## src/rtl/mem_arbiter_pkg.sv

```systemverilog
// Shared encodings for the memory arbiter: owner IDs, LS access types, FSM states.
package mem_arbiter_pkg;

  localparam int LSB_BURST_DEFAULT = 3;

  // Owner of the outstanding memory transaction
  localparam logic OWN_IC = 1'b0;
  localparam logic OWN_LS = 1'b1;

  // Access width/sign encodings; stores only look at [1:0]
  localparam logic [2:0] TYPE_LW  = 3'b000;
  localparam logic [2:0] TYPE_LHU = 3'b001;
  localparam logic [2:0] TYPE_LBU = 3'b010;
  localparam logic [2:0] TYPE_LH  = 3'b101;
  localparam logic [2:0] TYPE_LB  = 3'b110;

  typedef enum logic {
    ST_IDLE = 1'b0,
    ST_BUSY = 1'b1
  } state_t;

  // Width needed to count 0..burst inclusive
  function automatic int streak_width(input int burst);
    return (burst < 2) ? 1 : $clog2(burst + 1);
  endfunction

endpackage

```

## src/rtl/mem_arb_pick.sv

```systemverilog
// Combinational winner selection between icache and LSB with bounded LSB priority.
module mem_arb_pick
  import mem_arbiter_pkg::*;
#(
  parameter int LSB_BURST = LSB_BURST_DEFAULT,
  parameter int STREAK_W  = 2
) (
  input  logic                ic_req,
  input  logic                ls_req,
  input  logic [STREAK_W-1:0] lsb_streak,
  input  logic                flush,
  input  logic                io_full,
  output logic                grant_valid,
  output logic                owner
);

  localparam logic [STREAK_W-1:0] BURST_LIMIT = STREAK_W'(LSB_BURST);

  logic ic_eligible;

  // A flush blocks the fetch grant this cycle; LSB keeps priority until its streak is spent
  always_comb begin
    ic_eligible = ic_req && !flush;
    grant_valid = !io_full && (ic_eligible || ls_req);
    if (ls_req && (!ic_eligible || (lsb_streak < BURST_LIMIT))) begin
      owner = OWN_LS;
    end else begin
      owner = OWN_IC;
    end
  end

endmodule

```

## src/rtl/mem_arbiter.sv

```systemverilog
// Arbiter/sequencer in front of the byte-serial memory controller: one transaction at a time.
module mem_arbiter
  import mem_arbiter_pkg::*;
#(
  parameter int LSB_BURST = LSB_BURST_DEFAULT
) (
  input  logic        clk_in,
  input  logic        rst_in,
  input  logic        rdy_in,
  input  logic        flush_in,
  input  logic        ic_req_in,
  input  logic [31:0] ic_addr_in,
  output logic        ic_ack_out,
  output logic        ic_valid_out,
  output logic [31:0] ic_data_out,
  input  logic        ls_req_in,
  input  logic [31:0] ls_addr_in,
  input  logic [31:0] ls_data_in,
  input  logic        ls_r_nw_in,
  input  logic [2:0]  ls_type_in,
  output logic        ls_ack_out,
  output logic        ls_valid_out,
  output logic [31:0] ls_data_out,
  output logic        mc_activate_out,
  output logic [31:0] mc_addr_out,
  output logic [31:0] mc_data_out,
  output logic        mc_r_nw_out,
  output logic [2:0]  mc_type_out,
  input  logic [31:0] mc_data_in,
  input  logic        mc_done_in,
  input  logic        io_buffer_full_in,
  output logic        busy_out
);

  localparam int STREAK_W = streak_width(LSB_BURST);
  localparam logic [STREAK_W-1:0] BURST_LIMIT = STREAK_W'(LSB_BURST);

  state_t              state_reg, state_next;
  logic                owner_reg, owner_next;
  logic [STREAK_W-1:0] streak_reg, streak_next;
  logic                drop_ic_reg, drop_ic_next;
  logic                mc_activate_reg, mc_activate_next;
  logic [31:0]         mc_addr_reg, mc_addr_next;
  logic [31:0]         mc_data_reg, mc_data_next;
  logic                mc_r_nw_reg, mc_r_nw_next;
  logic [2:0]          mc_type_reg, mc_type_next;
  logic                ic_ack_reg, ic_ack_next;
  logic                ls_ack_reg, ls_ack_next;
  logic                ic_valid_reg, ic_valid_next;
  logic                ls_valid_reg, ls_valid_next;
  logic [31:0]         ic_data_reg, ic_data_next;
  logic [31:0]         ls_data_reg, ls_data_next;

  logic grant_valid;
  logic grant_owner;

  mem_arb_pick #(
    .LSB_BURST (LSB_BURST),
    .STREAK_W  (STREAK_W)
  ) u_pick (
    .ic_req      (ic_req_in),
    .ls_req      (ls_req_in),
    .lsb_streak  (streak_reg),
    .flush       (flush_in),
    .io_full     (io_buffer_full_in),
    .grant_valid (grant_valid),
    .owner       (grant_owner)
  );

  // Next-state logic: everything holds while rdy_in is low, so pulses stretch
  always_comb begin
    state_next       = state_reg;
    owner_next       = owner_reg;
    streak_next      = streak_reg;
    drop_ic_next     = drop_ic_reg;
    mc_activate_next = mc_activate_reg;
    mc_addr_next     = mc_addr_reg;
    mc_data_next     = mc_data_reg;
    mc_r_nw_next     = mc_r_nw_reg;
    mc_type_next     = mc_type_reg;
    ic_ack_next      = ic_ack_reg;
    ls_ack_next      = ls_ack_reg;
    ic_valid_next    = ic_valid_reg;
    ls_valid_next    = ls_valid_reg;
    ic_data_next     = ic_data_reg;
    ls_data_next     = ls_data_reg;
    if (rdy_in) begin
      ic_ack_next   = 1'b0;
      ls_ack_next   = 1'b0;
      ic_valid_next = 1'b0;
      ls_valid_next = 1'b0;
      case (state_reg)
        ST_IDLE: begin
          drop_ic_next = 1'b0;
          if (grant_valid) begin
            state_next       = ST_BUSY;
            mc_activate_next = 1'b1;
            owner_next       = grant_owner;
            if (grant_owner == OWN_LS) begin
              ls_ack_next  = 1'b1;
              mc_addr_next = ls_addr_in;
              mc_data_next = ls_data_in;
              mc_r_nw_next = ls_r_nw_in;
              mc_type_next = ls_type_in;
              // Streak only grows while the icache is actually being held off
              if (ic_req_in) begin
                if (streak_reg < BURST_LIMIT) streak_next = streak_reg + 1'b1;
              end else begin
                streak_next = '0;
              end
            end else begin
              ic_ack_next  = 1'b1;
              mc_addr_next = ic_addr_in;
              mc_data_next = '0;
              mc_r_nw_next = 1'b1;
              mc_type_next = TYPE_LW;
              streak_next  = '0;
            end
          end
        end
        ST_BUSY: begin
          if ((owner_reg == OWN_IC) && flush_in) drop_ic_next = 1'b1;
          if (mc_done_in) begin
            state_next       = ST_IDLE;
            mc_activate_next = 1'b0;
            drop_ic_next     = 1'b0;
            if (owner_reg == OWN_LS) begin
              ls_valid_next = 1'b1;
              ls_data_next  = mc_r_nw_reg ? mc_data_in : 32'd0;
            end else if (!(drop_ic_reg || flush_in)) begin
              // A flush landing on the done edge also makes the fetch stale
              ic_valid_next = 1'b1;
              ic_data_next  = mc_data_in;
            end
          end
        end
        default: state_next = ST_IDLE;
      endcase
    end
  end

  // State register; reset abandons any transaction in flight
  always_ff @(posedge clk_in or negedge rst_in) begin
    if (!rst_in) begin
      state_reg       <= ST_IDLE;
      owner_reg       <= OWN_IC;
      streak_reg      <= '0;
      drop_ic_reg     <= 1'b0;
      mc_activate_reg <= 1'b0;
      mc_addr_reg     <= '0;
      mc_data_reg     <= '0;
      mc_r_nw_reg     <= 1'b0;
      mc_type_reg     <= '0;
      ic_ack_reg      <= 1'b0;
      ls_ack_reg      <= 1'b0;
      ic_valid_reg    <= 1'b0;
      ls_valid_reg    <= 1'b0;
      ic_data_reg     <= '0;
      ls_data_reg     <= '0;
    end else begin
      state_reg       <= state_next;
      owner_reg       <= owner_next;
      streak_reg      <= streak_next;
      drop_ic_reg     <= drop_ic_next;
      mc_activate_reg <= mc_activate_next;
      mc_addr_reg     <= mc_addr_next;
      mc_data_reg     <= mc_data_next;
      mc_r_nw_reg     <= mc_r_nw_next;
      mc_type_reg     <= mc_type_next;
      ic_ack_reg      <= ic_ack_next;
      ls_ack_reg      <= ls_ack_next;
      ic_valid_reg    <= ic_valid_next;
      ls_valid_reg    <= ls_valid_next;
      ic_data_reg     <= ic_data_next;
      ls_data_reg     <= ls_data_next;
    end
  end

  assign ic_ack_out      = ic_ack_reg;
  assign ic_valid_out    = ic_valid_reg;
  assign ic_data_out     = ic_data_reg;
  assign ls_ack_out      = ls_ack_reg;
  assign ls_valid_out    = ls_valid_reg;
  assign ls_data_out     = ls_data_reg;
  assign mc_activate_out = mc_activate_reg;
  assign mc_addr_out     = mc_addr_reg;
  assign mc_data_out     = mc_data_reg;
  assign mc_r_nw_out     = mc_r_nw_reg;
  assign mc_type_out     = mc_type_reg;
  assign busy_out        = (state_reg != ST_IDLE);

endmodule

```

## config.mk

```make
export PLATFORM = sky130hd
export DESIGN_NAME = mem_arbiter
export DESIGN_NICKNAME = d
export VERILOG_FILES = /design/src/rtl/mem_arbiter_pkg.sv /design/src/rtl/mem_arb_pick.sv /design/src/rtl/mem_arbiter.sv
export SDC_FILE = /design/constraint.sdc
export NUM_CORES = 1
export LEC_CHECK = 0
export ABC_AREA = 0
export ABC_CLOCK_PERIOD_IN_PS = 3900
export BUFFER_PORTS_ARGS = -buffer_cell sky130_fd_sc_hd__buf_4
export CAP_MARGIN = 20
export CELL_PAD_IN_SITES_DETAIL_PLACEMENT = 1
export CELL_PAD_IN_SITES_GLOBAL_PLACEMENT = 1
export CORE_MARGIN = 1.5
export CORE_UTILIZATION = 38
export CTS_CLUSTER_DIAMETER = 200
export DETAILED_ROUTE_END_ITERATION = 10
export HOLD_SLACK_MARGIN = 0.08
export PLACE_DENSITY_LB_ADDON = 0.3
export RECOVER_POWER = 25
export SLEW_MARGIN = 20
export SYNTH_ARGS = -nofsm -noshare
export SYNTH_HDL_FRONTEND = slang
export SYNTH_SLANG_ARGS = --single-unit
```

## constraint.sdc

```tcl
create_clock -name clk_in -period 3.9 [get_ports clk_in]
set_clock_uncertainty 0.2 [all_clocks]
set_input_delay 0.195 -clock clk_in [delete_from_list [all_inputs] [get_ports clk_in]]
set_output_delay 0.195 -clock clk_in [all_outputs]
set_load 0.01 [all_outputs]
```

Yosys cells after proc, flatten, opt, wreduce, memory -nomap -nowiden
Index checks and enable logic that the tools add are counted.
Word-level totals
  bits in registers: 142
  output and inout port bits: 138
  input port bits: 140
  word-level logic and storage cells: 71
Cells by class
  bitwise logic cells: 3
  reductions and logical operators: 16
  eq/ne operators: 4
  muxes and demuxes: 31
  add/sub/neg operators: 1
  magnitude comparators: 1
Operators by type and width (number)
  two-way mux 32 bit: 3
  two-way mux 1 bit: 21
  AND reduction 4 bit: 2
  two-way mux 2 bit: 3
  != test 3 x 2 -> 1 bit (second input constant): 2
  one-hot mux 1 bit (2 select lines): 3
  AND reduction 3 bit: 2
  AND reduction 5 bit: 1
  logical AND 1 bit: 4
  != test 2 bit (second input constant): 2
  logical NOT 1 bit: 3
  logical OR 1 bit: 3
  two-way mux 3 bit: 1
  NOT 1 bit: 3
  adder 2 x 1 -> 2 bit (second input constant): 1
  less-than comparator 2 bit (second input constant): 1
  AND reduction 2 bit: 1

Depth between registers and ports, before layout
  depth in word-level cells: 9
  depth in mapped cells: 6
  mapped depth without buffers: 4

By module
Synthesis repeated with hierarchy kept, for this count alone.
Unflattened totals
  cells, all modules: 553
  area total of the unflattened synthesis: 5916.9 sq um
By module, submodules not included
  mem_arbiter: cells each 548, area an instance 5883.1 sq um, sequential area each 3553.4 sq um, instances 1
  mem_arb_pick: cells each 5, area an instance 33.8 sq um, sequential area each 0.0 sq um, instances 1

Worst setup path before layout
OpenSTA, ideal clock, no wires.
  path kind: flip-flop to flip-flop
  start: register state_reg (netlist: busy_out)
  end: register ic_data_reg[24] (netlist: ic_data_out[24])
  path buffers: 2
  required time: 3.575 ns
  data arrival time: 1.544 ns
  library setup time: 0.125 ns
  cell stages (with the launch flop): 6
  clock period less this slack: 1.869 ns
  slack: 2.031 ns
  cell sequence: dfrtp_1 nand3_1 or4_1 buf_2 buf_6 mux2_4
Between the ends
  longest elaborated chain between the ends: 1
Ends and longest elaborated chain
  start: declaration: RTL line mem_arbiter.sv:38  | state_t state_reg, state_next;
  start signal: assignment: RTL line mem_arbiter.sv:161  | state_reg <= state_next;
  AND reduction 5 bit (no source line)
  end signal: assignment: RTL line mem_arbiter.sv:174  | ic_data_reg <= ic_data_next;
  end: declaration: RTL line mem_arbiter.sv:51  | logic [31:0] ic_data_reg, ic_data_next;
No other way between the ends.
A chain may end at the register's enable or synchronous reset.

Worst setup path in the final report
  start: register streak_reg[0]
  end: register mc_addr_reg[10] (netlist: mc_addr_out[10])
Between the ends
  longest elaborated chain between the ends: 5
Ends and longest elaborated chain
  start: declaration: RTL line mem_arbiter.sv:40  | logic [STREAK_W-1:0] streak_reg, streak_next;
  start signal: assignment: RTL line mem_arbiter.sv:163  | streak_reg <= streak_next;
  less-than comparator 2 bit: RTL line mem_arb_pick.sv:25  | if (ls_req && (!ic_eligible || (lsb_streak < BURST_LIMIT))) begin
  logical OR 1 bit: RTL line mem_arb_pick.sv:25
  logical AND 1 bit: RTL line mem_arb_pick.sv:25
  two-way mux 1 bit: RTL line mem_arb_pick.sv:25
  two-way mux 32 bit: RTL line mem_arbiter.sv:99  | if (grant_owner == OWN_LS) begin
  end signal: assignment: RTL line mem_arbiter.sv:166  | mc_addr_reg <= mc_addr_next;
  end: declaration: RTL line mem_arbiter.sv:43  | logic [31:0] mc_addr_reg, mc_addr_next;
No other way between the ends.

==> results.md <==
### Layout
• 2079 um2 — multi-input gate area in the final layout
• 0.6566 — core occupancy in the finished layout
• 9982 um2 — total non-filler cell area in the finished layout
• 0.3791 — share of final-layout standard cells stronger than drive strength 1
• 1107 — Post-Layout Cell Count
• 1574 — total of fill cells in the finished design
• 68.78% — Layout area overhead
• 1047 — net count reported at finish
• 3555 um2 — area of all sequential standard cells

### Power
• 609.8 nW/um2 — power density relative to cell area
• 0.258 — Clk network pwr share
• 2.003 mW — total net switching power
• 0.350 — part of the total power dissipated in combinational logic
• 4.996 nW — Leak Pwr
• 0.0003971 V — Peak supply drop
• 0.393 — Sequential Power Share
• 0.3291 — Switching Share
• 6.087 mW — total power after layout
• 4.084 mW — Internal Pwr Total

### Drt
• 6001 — via count
• 13.44 mm — Routed met2 length
• 0 — number of nets still failing antenna checks after routing
• 8.994 mm — Post-Route M1 WL
• 5.421 — Via-to-Cell Ratio
• 1.350 mm — routed wire length on met3
• 22.34 um — post-DR wirelength/cell
• 421 — count of routing violations after the opening detailed-route iteration
• 0 — Post-route DRC
• met4 — uppermost layer routed
• 24.74 mm — wire length reported by the detailed router
• 5 — drt pass-1 iters

### GRT
• 87 — pin count of the biggest net entering global routing
• 0.3052 — Total GRT Usage
• 6817 — via count of the first global-routing pass
• 0 — antenna violations before repair
• 37.69 mm — wire length of the first global-routing pass
• 0 — total gr overflow

### Synthesis
• 5914 um2 — combined area of all synthesized cells
• 38 — unique cell type count in the Yosys netlist
• 11.67 um2 — mean post-synth cell area
• 1.000 — FFs w/ async S/R, synth
• 507 — synthesized instance count
• 0.6008 — register area share after synthesis
• sky130_fd_sc_hd__dfrtp_1 — most used flip-flop cell after synthesis
• 0 — yosys warns
• 0 — number of synthesized flops with an enable pin
• 142 — Yosys reg bits
• 648 — post-synth net total

### Placed design
• 13.29 mm — detailed placer's ending HPWL
• 277 — Port Buffers
• 937 — Placed Cells
• 0.8512 — Routability Congestion
• 1.453 ns — Setup WS pre-CTS
• 8120 um2 — cell area after placement

### Clock network
• 0.41 ns — worst skew pair latency
• 4 — count of H-tree levels built during CTS
• 142 — sink count of the clock tree
• 17 — CTS Buf Count
• 2 — deepest clock path buffer count
• sky130_fd_sc_hd__clkbuf_16 — buffer type at the clock tree root
• 138 — CTS hold repair buffers
• 0.06 ns — clock transition at the registers of the reported paths
• done — CTS tree
• 0 — number of buffers inserted by post-CTS setup repair
• 0 — number of gates resized after CTS

### Setup path
• register — nature of the critical path startpoint
• register — Critical Path Sink Type
• 3.00 ns — worst endpoint data arrival time
• 52 — highest fanout seen on the critical path
• 4.04 ns — data required time at the worst endpoint
• register to register — CP Class

### Floorplanning
• 127.8 um — horizontal die dimension
• 15200 um2 — standard cell core area
• 16320 um2 — die area
• 45 — total number of placement rows
• 278 — Top-Level Pins
• 0.3891 — Initial Util
• 127.8 um — Chip Height

### Job
• 1 — max capacitance violation total

### Timing
• 0 ns — setup TNS after final layout
• 2.869 ns — time the final worst path needs with I/O delays and setup
• no — RSZ-0062 raised after global routing
• 1.031 ns — PnR worst setup slack
• 0.2478 ns — worst slack on hold paths
• 0.7357 — period utilization
• 0.3485 GHz — achievable frequency
• 2.237 ns — slew of the pin with the lowest slew margin
• 0 — final setup violation count
• 0 — number of failing hold endpoints at the final stage
• -0.4914 — worst relative slew slack
• 87 — fin. max-slew vios

### Outcome
• max-capacitance violations, max-slew violations — violations in the final reports
• finished with violations — outcome

### Worst hold path
• primary input to register — worst min-delay path category

## cell type report
class / count / area share
sequential: 142 / 0.3561
inverter: 25 / 0.009401
tap: 188 / 0.02356
antenna: 1 / 0.0002507
timing repair buffer: 425 / 0.3461
clock buffer: 23 / 0.04788
multi-input combinational: 295 / 0.2083
clock inverter: 8 / 0.008398
## routing by layer
layer  vias to the layer above  GRT usage
li1                       2622          -
met3                        64    0.06678
met1                      3023     0.3287
met4                         0     0.1414
met5                         -          0
met2                       292     0.5680
## synth_stat cells (all sizes together), types with 2 or more instances
library cell  count  area [um2]
a32o              2       20.02
o221a            17       191.4
mux2             32       371.6
nand3             2       10.01
a22oi            18       135.1
o21ai            53       269.0
dfrtp           142        3553
buf              12       80.07
a22o             36       315.3
inv              24       90.09
nand2b            2       12.51
and4             14       122.6
nand2            87       326.6
a221o            14       140.1
a21o              2       15.01
clkbuf           33       123.9
## power groups by stage
stage | sequential [mW] | combinational, mW | clock (mW)
floorplan | 2.53 | 0.549 | 0
global placement | 2.34 | 1.83 | 0
detailed placement | 2.37 | 1.91 | 0
CTS | 2.36 | 2.13 | 1.58
global route | 2.44 | 2.27 | 1.66
finish | 2.39 | 2.13 | 1.57
## logic make-up (layout without fill, tap and decap cells)
logic type      Yosys count  in the layout  synth area share
compound gates          149            149            0.1923
other cells               0              1                 0
fa+ha+maj                 1              1          0.002115
mux                      32             32           0.06283
simple gates            113            113           0.09160
flops                   142            142            0.6008
buf+inv                  70            481           0.05035
## worst max-delay path, cell delays in order, from the launching register on
cell and delay, ns:
sky130_fd_sc_hd__dfrtp_1 0.42, sky130_fd_sc_hd__ha_1 0.25, sky130_fd_sc_hd__and3b_1 0.18, sky130_fd_sc_hd__buf_4 0.24, sky130_fd_sc_hd__nor3_4 0.14, sky130_fd_sc_hd__buf_4 0.48, sky130_fd_sc_hd__a221o_1 0.25, sky130_fd_sc_hd__dlygate4sd3_1 0.58
## placed cells by master (no fill, tap or decap), types with 17 or more instances in the layout
cell,instances
sky130_fd_sc_hd__a22o_1,36
sky130_fd_sc_hd__a22oi_1,18
sky130_fd_sc_hd__buf_4,265
sky130_fd_sc_hd__clkbuf_1,24
sky130_fd_sc_hd__clkbuf_16,17
sky130_fd_sc_hd__dfrtp_1,141
sky130_fd_sc_hd__dlygate4sd3_1,138
sky130_fd_sc_hd__inv_1,24
sky130_fd_sc_hd__mux2_2,29
sky130_fd_sc_hd__nand2_1,87
sky130_fd_sc_hd__o21ai_0,52
sky130_fd_sc_hd__o221a_2,17
## final timing paths
kind	startpoint	end	slack, ns	depth (start not counted)
max in group asynchronous	rst_in	mc_data_out[12]	1.22	3
worst max-delay path	streak_reg[0]	mc_addr_out[10]	1.03	7
worst max register to register	streak_reg[0]	mc_addr_out[10]	1.03	7
worst min-delay path	io_buffer_full_in	streak_reg[1]	0.25	4
min in group asynchronous	rst_in	ic_data_out[22]	0.77	2
worst min register to register	ls_data_out[31]	ls_data_out[31]	0.29	2
(Power assumes the default switching activity.)
